$ cat src/rtl/cmp_pkg.sv
// rtl/cmp_pkg.sv - shared funct3 encodings, scheduler states and decode helper
package cmp_pkg;

  localparam logic [2:0] F3_BEQ  = 3'b000;
  localparam logic [2:0] F3_BNE  = 3'b001;
  localparam logic [2:0] F3_BLT  = 3'b100;
  localparam logic [2:0] F3_BGE  = 3'b101;
  localparam logic [2:0] F3_BLTU = 3'b110;
  localparam logic [2:0] F3_BGEU = 3'b111;

  typedef enum logic [1:0] {
    IDLE = 2'd0,
    EVAL = 2'd1,
    RESP = 2'd2
  } cmp_state_t;

  function automatic logic f3_illegal(input logic [2:0] funct3);
    return !(funct3 inside {F3_BEQ, F3_BNE, F3_BLT, F3_BGE, F3_BLTU, F3_BGEU});
  endfunction

endpackage

$ cat src/rtl/cu.sv
// rtl/cu.sv - shared comparison unit: equality or signed/unsigned less-than, optionally inverted
module cu #(
  parameter int WIDTH = 32
) (
  input  logic [WIDTH-1:0] i_a,
  input  logic [WIDTH-1:0] i_b,
  input  logic             i_lt,
  input  logic             i_invert,
  input  logic             i_unsigned,
  output logic             o_result
);

  logic w_eq;
  logic w_lt_s;
  logic w_lt_u;
  logic w_raw;

  assign w_eq     = (i_a == i_b);
  assign w_lt_u   = (i_a < i_b);
  assign w_lt_s   = ($signed(i_a) < $signed(i_b));
  assign w_raw    = i_lt ? (i_unsigned ? w_lt_u : w_lt_s) : w_eq;
  assign o_result = w_raw ^ i_invert;

endmodule

$ cat src/rtl/cmp_sched.sv
// rtl/cmp_sched.sv - two-port scheduler for the shared comparison unit
// CMP_SCHED_RR_EN selects round-robin tie-breaking; otherwise port 0 has fixed priority.
module cmp_sched
  import cmp_pkg::*;
#(
  parameter int WIDTH = 32
) (
  input  logic             clk,
  input  logic             rst_n,
  input  logic             flush,
  input  logic [1:0]       req_valid,
  output logic [1:0]       req_ready,
  input  logic [WIDTH-1:0] req0_ra,
  input  logic [WIDTH-1:0] req0_rb,
  input  logic [2:0]       req0_funct3,
  input  logic [WIDTH-1:0] req1_ra,
  input  logic [WIDTH-1:0] req1_rb,
  input  logic [2:0]       req1_funct3,
  output logic [1:0]       rsp_valid,
  input  logic [1:0]       rsp_ready,
  output logic             rsp_out,
  output logic             rsp_err,
  output logic             busy
);

  cmp_state_t       r_state;
  logic             r_gnt;
  logic [WIDTH-1:0] r_ra;
  logic [WIDTH-1:0] r_rb;
  logic [2:0]       r_f3;
  logic             r_err;
  logic             r_res;
  logic             w_port;
  logic [2:0]       w_f3;
  logic             w_cu_res;
`ifdef CMP_SCHED_RR_EN
  logic             r_last;
`endif

  // Arbiter: w_port is only meaningful when some request is valid.
  always_comb begin
    w_port = req_valid[1] & ~req_valid[0];
`ifdef CMP_SCHED_RR_EN
    if (req_valid == 2'b11) w_port = ~r_last;
`endif
  end

  assign w_f3      = w_port ? req1_funct3 : req0_funct3;
  assign req_ready = (r_state == IDLE && !flush && |req_valid) ?
                     (w_port ? 2'b10 : 2'b01) : 2'b00;
  assign rsp_valid = (r_state == RESP) ? (r_gnt ? 2'b10 : 2'b01) : 2'b00;
  assign rsp_out   = (r_state == RESP) & r_res;
  assign rsp_err   = (r_state == RESP) & r_err;
  assign busy      = (r_state != IDLE);

  cu #(.WIDTH(WIDTH)) u_cu (
    .i_a        (r_ra),
    .i_b        (r_rb),
    .i_lt       (r_f3[2]),
    .i_invert   (r_f3[0]),
    .i_unsigned (r_f3[1]),
    .o_result   (w_cu_res)
  );

  always_ff @(posedge clk or negedge rst_n) begin
    if (!rst_n) begin
      r_state <= IDLE;
      r_gnt   <= 1'b0;
      r_ra    <= '0;
      r_rb    <= '0;
      r_f3    <= '0;
      r_err   <= 1'b0;
      r_res   <= 1'b0;
`ifdef CMP_SCHED_RR_EN
      r_last  <= 1'b1;
`endif
    end else if (flush) begin
      r_state <= IDLE;
    end else begin
      case (r_state)
        IDLE: begin
          if (|req_valid) begin
            r_state <= EVAL;
            r_gnt   <= w_port;
            r_ra    <= w_port ? req1_ra : req0_ra;
            r_rb    <= w_port ? req1_rb : req0_rb;
            r_f3    <= w_f3;
            r_err   <= f3_illegal(w_f3);
`ifdef CMP_SCHED_RR_EN
            r_last  <= w_port;
`endif
          end
        end
        EVAL: begin
          // Illegal encodings still flow through cu; their result is forced low.
          r_res   <= w_cu_res & ~r_err;
          r_state <= RESP;
        end
        RESP: begin
          if (rsp_ready[r_gnt]) r_state <= IDLE;
        end
        default: r_state <= IDLE;
      endcase
    end
  end

endmodule
$ cat config.mk
export PLATFORM = sky130hd
export DESIGN_NAME = cmp_sched
export DESIGN_NICKNAME = d
export VERILOG_FILES = /design/src/rtl/cmp_pkg.sv /design/src/rtl/cu.sv /design/src/rtl/cmp_sched.sv
export SDC_FILE = /design/constraint.sdc
export NUM_CORES = 1
export LEC_CHECK = 0
export CORE_MARGIN = 2
export CORE_UTILIZATION = 40
export CTS_BUF_LIST = sky130_fd_sc_hd__clkbuf_4 sky130_fd_sc_hd__clkbuf_8 sky130_fd_sc_hd__clkbuf_16
export CTS_CLUSTER_SIZE = 20
export DETAILED_ROUTE_END_ITERATION = 10
export PLACE_DENSITY = 0.79
export SLEW_MARGIN = 5
export SYNTH_ARGS = -nofsm -noshare
export SYNTH_HDL_FRONTEND = slang
export SYNTH_SLANG_ARGS = --single-unit
$ cat constraint.sdc
create_clock -name clk -period 2.7 [get_ports clk]
set_clock_uncertainty 0.2 [all_clocks]
set_input_delay 0.54 -clock clk [delete_from_list [all_inputs] [get_ports clk]]
set_output_delay 0.54 -clock clk [all_outputs]
set_load 0.01 [all_outputs]
==> metrics.md <==
| Metric | Value |
|---|---|
| Crit Reg-Reg Endpoint | `r_res` |
| DR iter-0 viols | `roughly 160` |
| Critical Path AT | `about 2.7 ns` |
| Reg2reg start | `r_ra[8]` |
| Worst hold slack | `about 0.12 ns` |
| Total Wirelength | `11000 um` |
| CP required | `2.73 ns` |
| DRT antenna net count | `0` |
| Cell area power density | `between 600 and 700 nW/um^2` |
| Global-route usage over all layers | `21.1%` |
| Library cells used by synthesis | `37` |
| Crit path largest cell delay | `roughly 0.57 ns` |
| Net count after synthesis | `580` |
| Synth-to-Final Area Change | `50.1%` |
| Rel. slew slack | `about two fifths` |
| Clock sink count | `72` |
| Final net count | `between 700 and 800` |
| Max IR drop VDD | `around 0.32 mV` |
| DR vias | `3560` |
| Die width | `slightly above 100 um` |
| WL per Instance | `15.9 um` |
| Tmin final | `2.64 ns` |
| Hold Path Class | `input pin to async pin` |
| CTS tree | `built` |
| Site Rows | `35` |
| Remaining routing DRC violations | `0` |
| Seq cells post-synth | `slightly above 70` |
| Leakage | `~0.0026 uW` |
| Slowest CP cell | `or4_4` |
| DR pass1 iterations | `4` |
| Clock Latency Late Sink | `around 0.33 ns` |
| Total gr overflow | `0` |
| First-pass GRT wire length | `roughly 17000 um` |
| Max_cap viols | `0` |
| Share of the synthesized area in the top cell type | `a little under half` |
| Reg clk slew, reported paths | `roughly 0.080 ns` |
| Fin. Hold Viols | `0` |
| Cells after synthesis | `around 400` |
| Pin slew with the least headroom to its limit | `0.888 ns` |
| Placer congestion estimate | `roughly 0.83` |
| Clock H-tree levels | `3` |
| Cell chain of the critical path | `ha_1 > nand4_1 > or4_4 > a21o_1 > a21oi_2 > nor4_2 > o31a_1 > o41ai_2` |
| Die ar. | `between 10000 and 15000 um^2` |
| Die H | `about 100 um` |
| R2R depth | `8` |
| Ranking of synthesized cells by area | `dfrtp_1 (47%), a22oi_1 (13%), ha_1 (10%), nand2_1 (7.6%), o21ai_0 (3.7%)` |
| R2R setup slack | `about 0.062 ns` |
| Post-Syn Area | `roughly 3800 um^2` |
| Fillers | `799` |
| PnR worst setup slack | `between 0.06 and 0.07 ns` |
| Synth async-reset ratio | `100%` |
| Vias per cell | `roughly 5.2` |
| Diode count | `0` |
| Initial antenna violation count | `0` |
| Tcrit/Tclk final | `between 90% and 100%` |
| Post-route setup TNS | `0 ns` |
| Clock root buffer | `clkbuf_8` |
| Vias in the first global route | `about 3.7k` |
| CTS buffer count | `9` |
| Syn Area/Cell | `between 9 and 10 um^2` |
| Unrepaired setup endpoints after global routing | `false` |
| Pin count of the biggest net entering global routing | `73` |
| Port Buffers | `147` |
| Ys flop type | `dfrtp_1` |
| Status | `finished clean` |
| Register area share after synthesis | `between 40 and 50%` |
| Total power | `3540 uW` |
| Initial core utilization | `around two fifths` |
| Layout cells sized above 1 | `around 8.4%` |
| Dpl hpwl | `approximately 8000 um` |
| CP Capture Type | `flip-flop` |
| Final count of negative-setup-slack endpoints | `0` |
| Hold_buf cts | `0` |
| Post-synth top area cell | `dfrtp_1` |
| Worst slack, placed | `-0.0633 ns` |
| Count of final max-slew check failures | `0` |
| Clock tree buffer depth | `2` |
| FMAX | `379 MHz` |
| Yosys warns | `0` |
| I/O pin cnt | `between 100 and 150` |
| Worst Path Max Fanout | `2` |
| Number of synthesized flops with an enable pin | `0` |
| Core Area | `about 9300 um^2` |
| CP startpoint kind | `flip-flop` |
| Critical path type | `flip-flop to flip-flop` |
==> layout by cell type, fill, tap and decap left out, types with 2 or more instances in the layout <==
cell	instances
a21o_1	3
a21oi_1	12
a22oi_1	64
and2_1	3
buf_4	13
clkbuf_4	2
clkbuf_8	11
clkdlybuf4s50_1	144
clkinv_2	2
dfrtp_1	72
ha_1	30
ha_4	2
inv_1	35
mux2i_1	4
nand2_1	78
nand3_1	2
nand4_1	4
nor2_1	4
nor2b_1	5
nor4_2	2
o21ai_0	27
o21ai_1	13
==> cell type report <==
| class | count | area, um^2 | area share [%] |
|---|---|---|---|
| clock buffers | 13 | 166 | 2.89 |
| clock inverters | 3 | 40.0 | 0.696 |
| flip-flops and latches | 72 | 1800 | 31.3 |
| inverters | 36 | 135 | 2.35 |
| repair buffers | 159 | 1560 | 27.1 |
| well taps | 129 | 161 | 2.80 |
| multi-input cells | 277 | 1890 | 32.9 |
==> synth_stat cells (4+ instances only) <==
cell type / number
a21oi_1: 12
a22oi_1: 64
and2_1: 5
buf_1: 4
clkbuf_1: 18
dfrtp_1: 72
ha_1: 32
inv_1: 35
mux2i_1: 4
nand2_1: 78
nand4_1: 4
nor2_1: 5
nor2b_1: 5
o21ai_0: 28
o21ai_1: 14
==> stage by stage <==
stage	utilization (%)	std cells	cell area, um^2
6_report	62.0	689	5760
5_1_grt	62.0	689	5760
4_1_cts	61.3	688	5690
3_5_place_dp	59.0	672	5480
3_3_place_gp	59.0	672	5480
2_1_floorplan	-	407	3840
==> per-layer routing <==
layer / up-vias / part of all wire, % / wire length, um / track usage [%]
met5: - / 0 / 0 / 0
met4: 0 / 1.5 / 162 / 7.18
met3: 12 / 4.9 / 539 / 2.39
met2: 111 / 50 / 5480 / 35.9
met1: 1691 / 44 / 4790 / 28.0
li1: 1746 / - / - / -
==> worst max path at each step <==
| stage | start | to | slack, ns | cells past startpoint |
|---|---|---|---|---|
| finish | r_ra[8] | r_res | 0.06 | 8 |
| global route | r_ra[8] | r_res | 0.007 | 8 |
| CTS | flush | req_ready[0] | 0.02 | 5 |
| detailed placement | r_ra[17] | r_res | -0.06 | 8 |
| global placement | req_valid[1] | req_ready[1] | 0.03 | 4 |
| floorplan | r_ra[17] | r_res | 0.17 | 8 |
==> critical path, delay by kind of cell (launching register included) <==
family,cells,cell delay [ns]
AO/OA/AOI/OAI,4,0.85
AND/OR/NAND/NOR,3,0.78
flip-flops,1,0.40
adder cells (fa/ha/maj),1,0.29
==> state kept, by name (all words and copies together) (netlist names) <==
signal   cells
r_f3         3
r_err        1
r_res        1
r_rb        32
r_state      2
r_ra        32
r_gnt        1
==> timing repair <==
| item | in CTS | in global routing |
|---|---|---|
| setup buffers | 0 | 1 |
| resized for setup | 3 | 10 |
| gates cloned | 0 | 0 |
| pin swaps | 0 | 7 |
| endpoints found under the setup margin | 2 | 2 |
==> report_power, final <==
group          switching, uW  internal (uW)
registers                137           1320
logic                    605            605
clock network            385            496
==> logic make-up (layout without fill, tap and decap cells) <==
| kind of cell | Yosys count | after routing | synth area share [%] |
|---|---|---|---|
| compound gates | 130 | 130 | 22.3 |
| simple gates | 111 | 111 | 13.6 |
| flops | 72 | 72 | 47.0 |
| buf+inv | 58 | 211 | 5.67 |
| fa+ha+maj | 32 | 32 | 10.4 |
| mux | 4 | 4 | 1.04 |
No activity file was read; power rests on OpenSTA's default activity.
